## config.mk

```make
export PLATFORM = sky130hd
export DESIGN_NAME = tx_link_ctrl
export DESIGN_NICKNAME = d
export VERILOG_FILES = /design/src/rtl/jesd_tx_pkg.sv /design/src/rtl/tx_link_ctrl_sync_ff.sv /design/src/rtl/tx_link_ctrl.sv
export SDC_FILE = /design/constraint.sdc
export NUM_CORES = 1
export LEC_CHECK = 0
export ABC_CLOCK_PERIOD_IN_PS = 2840
export CAP_MARGIN = 10
export CORE_UTILIZATION = 35
export CTS_BUF_LIST = sky130_fd_sc_hd__clkbuf_16
export DETAILED_ROUTE_END_ITERATION = 7
export PLACE_DENSITY = 0.52
export SYNTH_ARGS = -nofsm -noshare
export SYNTH_HDL_FRONTEND = slang
export SYNTH_SLANG_ARGS = --single-unit
```

## constraint.sdc

```tcl
create_clock -name clk -period 2.84 [get_ports clk]
set_input_delay 0.284 -clock clk [delete_from_list [all_inputs] [get_ports clk]]
set_output_delay 0.284 -clock clk [all_outputs]
set_load 0.1 [all_outputs]
```

## src/rtl/jesd_tx_pkg.sv

```systemverilog
// ---------------------------------------------------------------------------
// jesd_tx_pkg
// Shared definitions for the JESD204B TX link-layer sequencer:
//   - link_state_e : CGS / ILA_WAIT / ILA / DATA state encoding
//   - K28_x        : 8b10b control-character octets (HGFEDCBA)
//   - RESYNC_*     : terms of the SYNC~ re-sync threshold T = 5*F + 9
//   - resync_threshold() : T computed from the F-1 encoded frame size
// ---------------------------------------------------------------------------
package jesd_tx_pkg;

    typedef enum logic [1:0] {
        ST_CGS      = 2'd0,
        ST_ILA_WAIT = 2'd1,
        ST_ILA      = 2'd2,
        ST_DATA     = 2'd3
    } link_state_e;

    localparam logic [7:0] K28_0 = 8'h1C;
    localparam logic [7:0] K28_3 = 8'h7C;
    localparam logic [7:0] K28_4 = 8'h9C;
    localparam logic [7:0] K28_5 = 8'hBC;
    localparam logic [7:0] K28_7 = 8'hFC;

    localparam int RESYNC_MULT = 5;
    localparam int RESYNC_OFFS = 9;

    // f_m1 is F-1; the largest result (F=256) is 1289, well inside 12 bits.
    function automatic logic [11:0] resync_threshold(input logic [7:0] f_m1);
        return 12'(RESYNC_MULT) * ({4'd0, f_m1} + 12'd1) + 12'(RESYNC_OFFS);
    endfunction

endpackage

```

## src/rtl/tx_link_ctrl_sync_ff.sv

```systemverilog
// ---------------------------------------------------------------------------
// sync_ff
// Multi-flop synchroniser for a single asynchronous level.
// Ports:
//   clk   in  destination clock
//   rst_n in  asynchronous active-low reset; all flops reset to 1'b0
//   i_d   in  asynchronous input
//   o_q   out synchronised output, STAGES clocks behind i_d
// ---------------------------------------------------------------------------
module sync_ff #(
    parameter int STAGES = 2
) (
    input  logic clk,
    input  logic rst_n,
    input  logic i_d,
    output logic o_q
);

    logic [STAGES-1:0] r_chain;

    always_ff @(posedge clk or negedge rst_n) begin
        if (!rst_n) begin
            r_chain <= '0;
        end else begin
            r_chain <= {r_chain[STAGES-2:0], i_d};
        end
    end

    assign o_q = r_chain[STAGES-1];

endmodule

```

## src/rtl/tx_link_ctrl.sv

```systemverilog
// ---------------------------------------------------------------------------
// tx_link_ctrl
// JESD204B Subclass 2 TX link-layer sequencer. Keeps a free-running LMFC,
// synchronises and monitors SYNC~, walks the link through CGS -> ILA_WAIT ->
// ILA -> DATA, and muxes K28.5 / ILA octets / user octets onto one
// registered octet stream.
//
// Optional feature: define TX_LINK_ERR_CNT_EN to implement the SYNC~
// error-report counter; otherwise o_err_cnt is tied to zero.
//
// Ports:
//   clk, rst_n      character clock, asynchronous active-low reset
//   i_sync_n        asynchronous SYNC~ (active low)
//   i_F, i_K        octets/frame and frames/multiframe, both encoded minus 1
//   i_ila_data/k    octet and K flag from the ILA generator
//   i_ila_seq_end   ILA last-octet pulse
//   i_data          user/transport octet
//   o_ila_start     one-cycle start pulse to the ILA generator
//   o_no_frame      frame index captured on the SYNC~ de-assertion
//   o_data/o_k      registered output octet and control flag
//   o_data_ready    high while i_data is consumed (DATA state)
//   o_state         current link state (debug)
//   o_err_cnt       saturating count of SYNC~ error reports
// ---------------------------------------------------------------------------
module tx_link_ctrl
    import jesd_tx_pkg::*;
#(
    parameter int SYNC_STAGES = 2,
    parameter int ERR_CNT_W   = 8
) (
    input  logic                 clk,
    input  logic                 rst_n,
    input  logic                 i_sync_n,
    input  logic [7:0]           i_F,
    input  logic [4:0]           i_K,
    input  logic [7:0]           i_ila_data,
    input  logic                 i_ila_k,
    input  logic                 i_ila_seq_end,
    input  logic [7:0]           i_data,
    output logic                 o_ila_start,
    output logic [4:0]           o_no_frame,
    output logic [7:0]           o_data,
    output logic                 o_k,
    output logic                 o_data_ready,
    output logic [1:0]           o_state,
    output logic [ERR_CNT_W-1:0] o_err_cnt
);

    logic        w_sync_s;
    logic        r_sync_d;
    logic        w_sync_rise;

    logic [7:0]  r_oct;
    logic [4:0]  r_frm;
    logic [9:0]  r_mfo;
    logic [10:0] r_mfl;
    logic        w_oct_wrap;
    logic        w_frm_wrap;
    logic        w_start_slot;

    logic [11:0] r_low_cnt;
    logic [11:0] w_thr;
    logic        w_resync;

    link_state_e r_state;
    logic        r_ila_start;
    logic [4:0]  r_no_frame;
    logic [7:0]  r_data;
    logic        r_k;

    sync_ff #(
        .STAGES (SYNC_STAGES)
    ) u_sync (
        .clk   (clk),
        .rst_n (rst_n),
        .i_d   (i_sync_n),
        .o_q   (w_sync_s)
    );

    always_ff @(posedge clk or negedge rst_n) begin
        if (!rst_n) begin
            r_sync_d <= 1'b0;
        end else begin
            r_sync_d <= w_sync_s;
        end
    end

    assign w_sync_rise = w_sync_s & ~r_sync_d;

    // LMFC: octet and frame counters plus a direct multiframe-octet index.
    // Wrapping on >= keeps the counters sane if F/K shrink while in CGS.
    assign w_oct_wrap = (r_oct >= i_F);
    assign w_frm_wrap = w_oct_wrap && (r_frm >= i_K);

    always_ff @(posedge clk or negedge rst_n) begin
        if (!rst_n) begin
            r_oct <= '0;
            r_frm <= '0;
            r_mfo <= '0;
            r_mfl <= '0;
        end else begin
            r_mfl <= ({6'd0, i_K} + 11'd1) * ({3'd0, i_F} + 11'd1);
            r_oct <= w_oct_wrap ? 8'd0 : r_oct + 8'd1;
            if (w_oct_wrap) begin
                r_frm <= w_frm_wrap ? 5'd0 : r_frm + 5'd1;
            end
            r_mfo <= w_frm_wrap ? 10'd0 : r_mfo + 10'd1;
        end
    end

    // o_ila_start is registered, so it is launched one octet early to be
    // visible on the mfo == MFL-2 cycle; the generator's 2-cycle latency then
    // lands its first K28.0 on mfo == 0.
    assign w_start_slot = ({1'b0, r_mfo} == (r_mfl - 11'd3));

    // SYNC~ low-duration counter, saturating; clears on the cycle after
    // sync_s returns high so the rising-edge cycle still sees the full count.
    always_ff @(posedge clk or negedge rst_n) begin
        if (!rst_n) begin
            r_low_cnt <= '0;
        end else if (w_sync_s) begin
            r_low_cnt <= '0;
        end else if (r_low_cnt != 12'hFFF) begin
            r_low_cnt <= r_low_cnt + 12'd1;
        end
    end

    assign w_thr    = resync_threshold(i_F);
    assign w_resync = (r_low_cnt >= w_thr);

    always_ff @(posedge clk or negedge rst_n) begin
        if (!rst_n) begin
            r_state     <= ST_CGS;
            r_ila_start <= 1'b0;
            r_no_frame  <= '0;
            r_data      <= K28_5;
            r_k         <= 1'b1;
        end else begin
            r_data      <= K28_5;
            r_k         <= 1'b1;
            r_ila_start <= 1'b0;
            case (r_state)
                ST_CGS: begin
                    if (w_sync_rise) begin
                        r_no_frame <= r_frm;
                        r_state    <= ST_ILA_WAIT;
                    end
                end
                ST_ILA_WAIT: begin
                    if (!w_sync_s) begin
                        r_state <= ST_CGS;
                    end else if (r_ila_start) begin
                        r_state <= ST_ILA;
                    end else if (w_start_slot) begin
                        r_ila_start <= 1'b1;
                    end
                end
                ST_ILA: begin
                    // Re-sync outranks a coincident end-of-ILA.
                    if (w_resync) begin
                        r_state <= ST_CGS;
                    end else begin
                        r_data <= i_ila_data;
                        r_k    <= i_ila_k;
                        if (i_ila_seq_end) begin
                            r_state <= ST_DATA;
                        end
                    end
                end
                ST_DATA: begin
                    if (w_resync) begin
                        r_state <= ST_CGS;
                    end else begin
                        r_data <= i_data;
                        r_k    <= 1'b0;
                    end
                end
                default: r_state <= ST_CGS;
            endcase
        end
    end

`ifdef TX_LINK_ERR_CNT_EN
    logic                 w_short_low;
    logic [ERR_CNT_W-1:0] r_err_cnt;

    // A SYNC~ low pulse that ends before the threshold is an error report.
    assign w_short_low = w_sync_rise && (r_low_cnt != 12'd0) && !w_resync;

    always_ff @(posedge clk or negedge rst_n) begin
        if (!rst_n) begin
            r_err_cnt <= '0;
        end else if ((r_state == ST_ILA || r_state == ST_DATA) && w_short_low
                     && (r_err_cnt != {ERR_CNT_W{1'b1}})) begin
            r_err_cnt <= r_err_cnt + 1'b1;
        end
    end

    assign o_err_cnt = r_err_cnt;
`else
    assign o_err_cnt = '0;
`endif

    assign o_ila_start  = r_ila_start;
    assign o_no_frame   = r_no_frame;
    assign o_data       = r_data;
    assign o_k          = r_k;
    assign o_state      = r_state;
    assign o_data_ready = (r_state == ST_DATA);

endmodule

```

==> flow_metrics.env <==
export IMPL_p_comb_share_pct=50.9
export IMPL_finalNonFillerCells=950
export IMPL_detailedRoute_firstPassIterationCount=4
export IMPL_timing_critical_path_fanout_max=6
export IMPL_synth_xor_area_share_pct=11.64
export IMPL_dp_final_hpwl_um=10160
export IMPL_crit_chain="buf_8, ha_4, buf_6, xor2_4, ha_4, ha_4, ha_4, nor2b_4, a21o_1, a21o_1, a21o_1, a311oi_2, xor2_1, ha_1, a211o_1, a21oi_2, o31ai_2, a221oi_2, buf_4, nor2b_4"
export IMPL_power_switching_mw=2.091
export IMPL_final_period_minus_worst_setup_slack_ps=3751
export IMPL_critical_path_class="primary input to flip-flop"
export IMPL_tritoncts_num_sinks=66
export IMPL_sequential_cell_area_um2=1659
export IMPL_hold_ws_ps=119.6
export IMPL_start_kind="primary input"
export IMPL_power_switching_share_pct=39.65
export IMPL_post_synth_top_area_cell="sky130_fd_sc_hd__dfrtp_1"
export IMPL_tritoncts="built"
export IMPL_postRouteAntennaNets=0
export IMPL_synth_top_cell_area_share_pct=27.07
export IMPL_groute_usage_overall_pct=17.43
export IMPL_synthArstFlopShare_pct=100.0
export IMPL_main_combinational_cell_family_by_area_after_synthesis="adder cells"
export IMPL_timing_hold_worst_class="primary input to asynchronous set/reset pin"
export IMPL_layout_core_utilization_pct=50.91
export IMPL_first_pass_grt_wire_length_um=22170
export IMPL_hold_viol_final=0
export IMPL_wirelength_um=13120
export IMPL_synthTopCellsByArea="sky130_fd_sc_hd__dfrtp_1 27%, sky130_fd_sc_hd__ha_1 15%, sky130_fd_sc_hd__fa_1 9.0%, sky130_fd_sc_hd__xnor2_1 6.8%, sky130_fd_sc_hd__xor2_1 3.9%"
export IMPL_route_detailed_wl_per_inst_um=13.81
export IMPL_seq_power_share_pct=28.4
export IMPL_synthFlopType="sky130_fd_sc_hd__dfrtp_1"
export IMPL_worst_slack_ps=-910.7
export IMPL_synth_compound_area_share_pct=8.482
export IMPL_synth_area_um2=5547
export IMPL_layout_area_overhead_vs_synth_pct=40.56
export IMPL_clkSlewWorstSetupHoldPaths_ps=60
export IMPL_timing_final_setup_violations=18
export IMPL_synth_adder_area_share_pct=23.69
export IMPL_die_area_um2=16350
export IMPL_worst_path_most_repeated_cell="sky130_fd_sc_hd__ha_4"
export IMPL_grt_antenna_before_repair=0
export IMPL_grt_setup_unrepaired="true"
export IMPL_cts_inserted_buffers=9
export IMPL_coreArea_um2=15310
export IMPL_violations_in_the_final_reports="negative setup slack"
export IMPL_postSynthCellCount=583
export IMPL_post_drt_via_cell_ratio=4.789
export IMPL_busiest_layer="met2"
export IMPL_tightest_slew_ps=1002
export IMPL_fp_row_count=45
export IMPL_cpPeakStageDelay_ps=300
export IMPL_worstSetupEndpointType="flip-flop"
export IMPL_fin_crit_sh_pct=132.1
export IMPL_cts_hold_buf=0
export IMPL_internal_power_mw=3.182
export IMPL_synthDistinctLibCells=56
export IMPL_via_count=4550
export IMPL_grtUsageMet2_pct=31.07
export IMPL_cts_root_buffer_cell="sky130_fd_sc_hd__clkbuf_16"
export IMPL_height_of_the_die_um=127.9
export IMPL_worst_clock_skew_ps=11.33
export IMPL_vias_in_the_first_global_route=4703
export IMPL_boundaryPins=60
export IMPL_critPathSlowestCell="sky130_fd_sc_hd__a221oi_2"
export IMPL_vdd_ir_drop_max_mv=0.3089
export IMPL_final_design_area_no_fill_um2=7796
export IMPL_arrival_ps=4020
export IMPL_initial_core_util_pct=36.22
export IMPL_global_route_overflow_total=0
export IMPL_h_tree_levels=3
export IMPL_grt_util_met3_pct=3.172
export IMPL_first_iter_violations=183
export IMPL_detailedPlace_worstSlack_ps=-1883
export IMPL_cap_violations=0
export IMPL_ys_ff_latch=66
export IMPL_finalMaxSlewViolations=0
export IMPL_drc=0
export IMPL_number_of_synthesized_flops_with_an_enable_pin=0
export IMPL_timing_max_slew_rel_slack_pct=33.17
export IMPL_synth_simple_gate_area_share_pct=17.48
export IMPL_num_fill_cells=1450
export IMPL_power_per_cell_area_nw_per_um2=676.3
export IMPL_nets_finish=858
export IMPL_placedCellCount=916
export IMPL_synth_sequential_area_ratio_pct=29.91
export IMPL_use_met1_pct=20.90
export IMPL_worst_ep_required_time_ps=3110
export IMPL_outcome="complete, but fails checks"
export IMPL_power_share_clock_pct=20.7
export IMPL_synth_mux_area_fraction_pct=3.226
export IMPL_synthesis_area_per_instance_um2=9.514
export IMPL_power_total_mw=5.272
export IMPL_most_frequent_cell_after_synthesis="sky130_fd_sc_hd__ha_1"
export IMPL_die_w_um=127.9
export IMPL_yosys_warnings=0
export IMPL_layout_drive_gt1_share_pct=30.99
export IMPL_clockBufferDepth=2
export IMPL_portBuffers=51
export IMPL_antenna_cells=0
export IMPL_maximum_number_of_pins_on_one_net_before_global_route_repair=67
export IMPL_synth_top_cells_by_count="65 x sky130_fd_sc_hd__ha_1, 60 x sky130_fd_sc_hd__dfrtp_1, 56 x sky130_fd_sc_hd__nor2_1"
export IMPL_static_leakage_power_nw=3.723
export IMPL_clk_latency_ps=340
export IMPL_placement_cell_area_um2=7069
export IMPL_max_clock_freq_mhz=266.6
export IMPL_final_setup_tns_ps=-13920
export IMPL_multi_input_area_um2=4099
export IMPL_place_gp_congestion=0.8715
==> timing repair <==
| action | 4_1_cts | 5_1_grt |
|---|---|---|
| setup buffers | 11 | 8 |
| pin swaps | 46 | 29 |
| endpoints found under the setup margin | 18 | 18 |
| gates resized for setup | 77 | 34 |
| gates cloned | 1 | 0 |
==> sequential cells by signal, summed over array words and instances, names as in the netlist, 5 cells and up <==
register / flops
r_low_cnt: 12
r_oct: 8
o_data: 8
r_mfo: 10
r_mfl: 11
o_no_frame: 5
r_frm: 5
==> final cells by class <==
class	instances	area share, %
clock buffer	9	2.889
clock inverter	7	0.7703
inverter	54	2.600
multi-input combinational	451	52.58
sequential	66	21.28
tap	211	3.386
timing repair buffer	152	16.50
==> metal layers <==
metal  vias to the layer above  part of all wire (%)  routed length (um)
li1                       2261                     -                   -
met1                      2160                    44                5751
met2                       107                    50                6573
met3                        22                   3.9                 518
met4                         0                   2.1                 273
met5                         -                     0                   0
==> power by group through the flow <==
stage	sequential, mW	clock, mW	combinational [mW]
floorplan	1.65	0	1.58
global placement	1.50	0	2.42
detailed placement	1.51	0	2.48
CTS	1.50	1.13	2.61
global route	1.54	1.17	3.01
finish	1.50	1.09	2.68
==> worst paths after layout <==
| check | startpoint | depth (start not counted) | slack, ps | end |
|---|---|---|---|---|
| setup / recovery | i_F[1] | 20 | -910 | o_data[0] |
| hold / removal | rst_n | 2 | 120 | r_low_cnt[7] |
| setup reg to reg | r_oct[0] | 8 | 430 | r_mfo[9] |
| hold reg to reg | u_sync.r_chain[0] | 0 | 350 | u_sync.r_chain[1] |
| max in group asynchronous | rst_n | 2 | 2130 | o_no_frame[2] |
| min in group clk | u_sync.r_chain[0] | 0 | 350 | u_sync.r_chain[1] |
==> critical path, delay by kind of cell <==
family	cells	cell delay (ps)
compound gates	8	1540
fa+ha+maj	5	1120
buf+inv	3	430
xor+xnor	2	370
simple gates	2	250
==> cell families (layout without fill, tap and decap cells) <==
| kind of cell | Yosys count | in the layout |
|---|---|---|
| and+or+nand+nor | 200 | 200 |
| adders and majority gates | 90 | 90 |
| buffers and inverters | 73 | 222 |
| xor gates and xnor gates | 70 | 70 |
| AOI/OAI and AO/OA | 66 | 66 |
| DFF | 66 | 66 |
| muxes | 17 | 17 |
| other | 1 | 8 |
==> cell usage in the layout, fill, tap and decap left out, drive strengths merged, types with 3 or more instances in the layout <==
cell type | Yosys | final
dlygate4sd2 | 0 | 4
nand2b | 7 | 7
nand3 | 29 | 29
a31oi | 3 | 3
ha | 65 | 65
a21o | 12 | 12
o21ai | 7 | 7
and3 | 8 | 8
clkbuf | 9 | 11
xnor2 | 43 | 43
o21a | 4 | 4
and2 | 12 | 12
nand4 | 5 | 5
xor2 | 26 | 26
nand2 | 45 | 45
buf | 10 | 124
dfstp | 6 | 6
mux2 | 7 | 7
clkdlybuf4s15 | 0 | 3
dfrtp | 60 | 60
mux2i | 10 | 10
conb | 1 | 8
a21oi | 14 | 14
inv | 54 | 54
nor2 | 56 | 56
nor4 | 7 | 7
nor2b | 13 | 13
fa | 25 | 25
clkinv | 0 | 4
clkdlybuf4s50 | 0 | 19
a211oi | 3 | 3
nor3 | 12 | 12
Power figures use the tool's default switching activity.
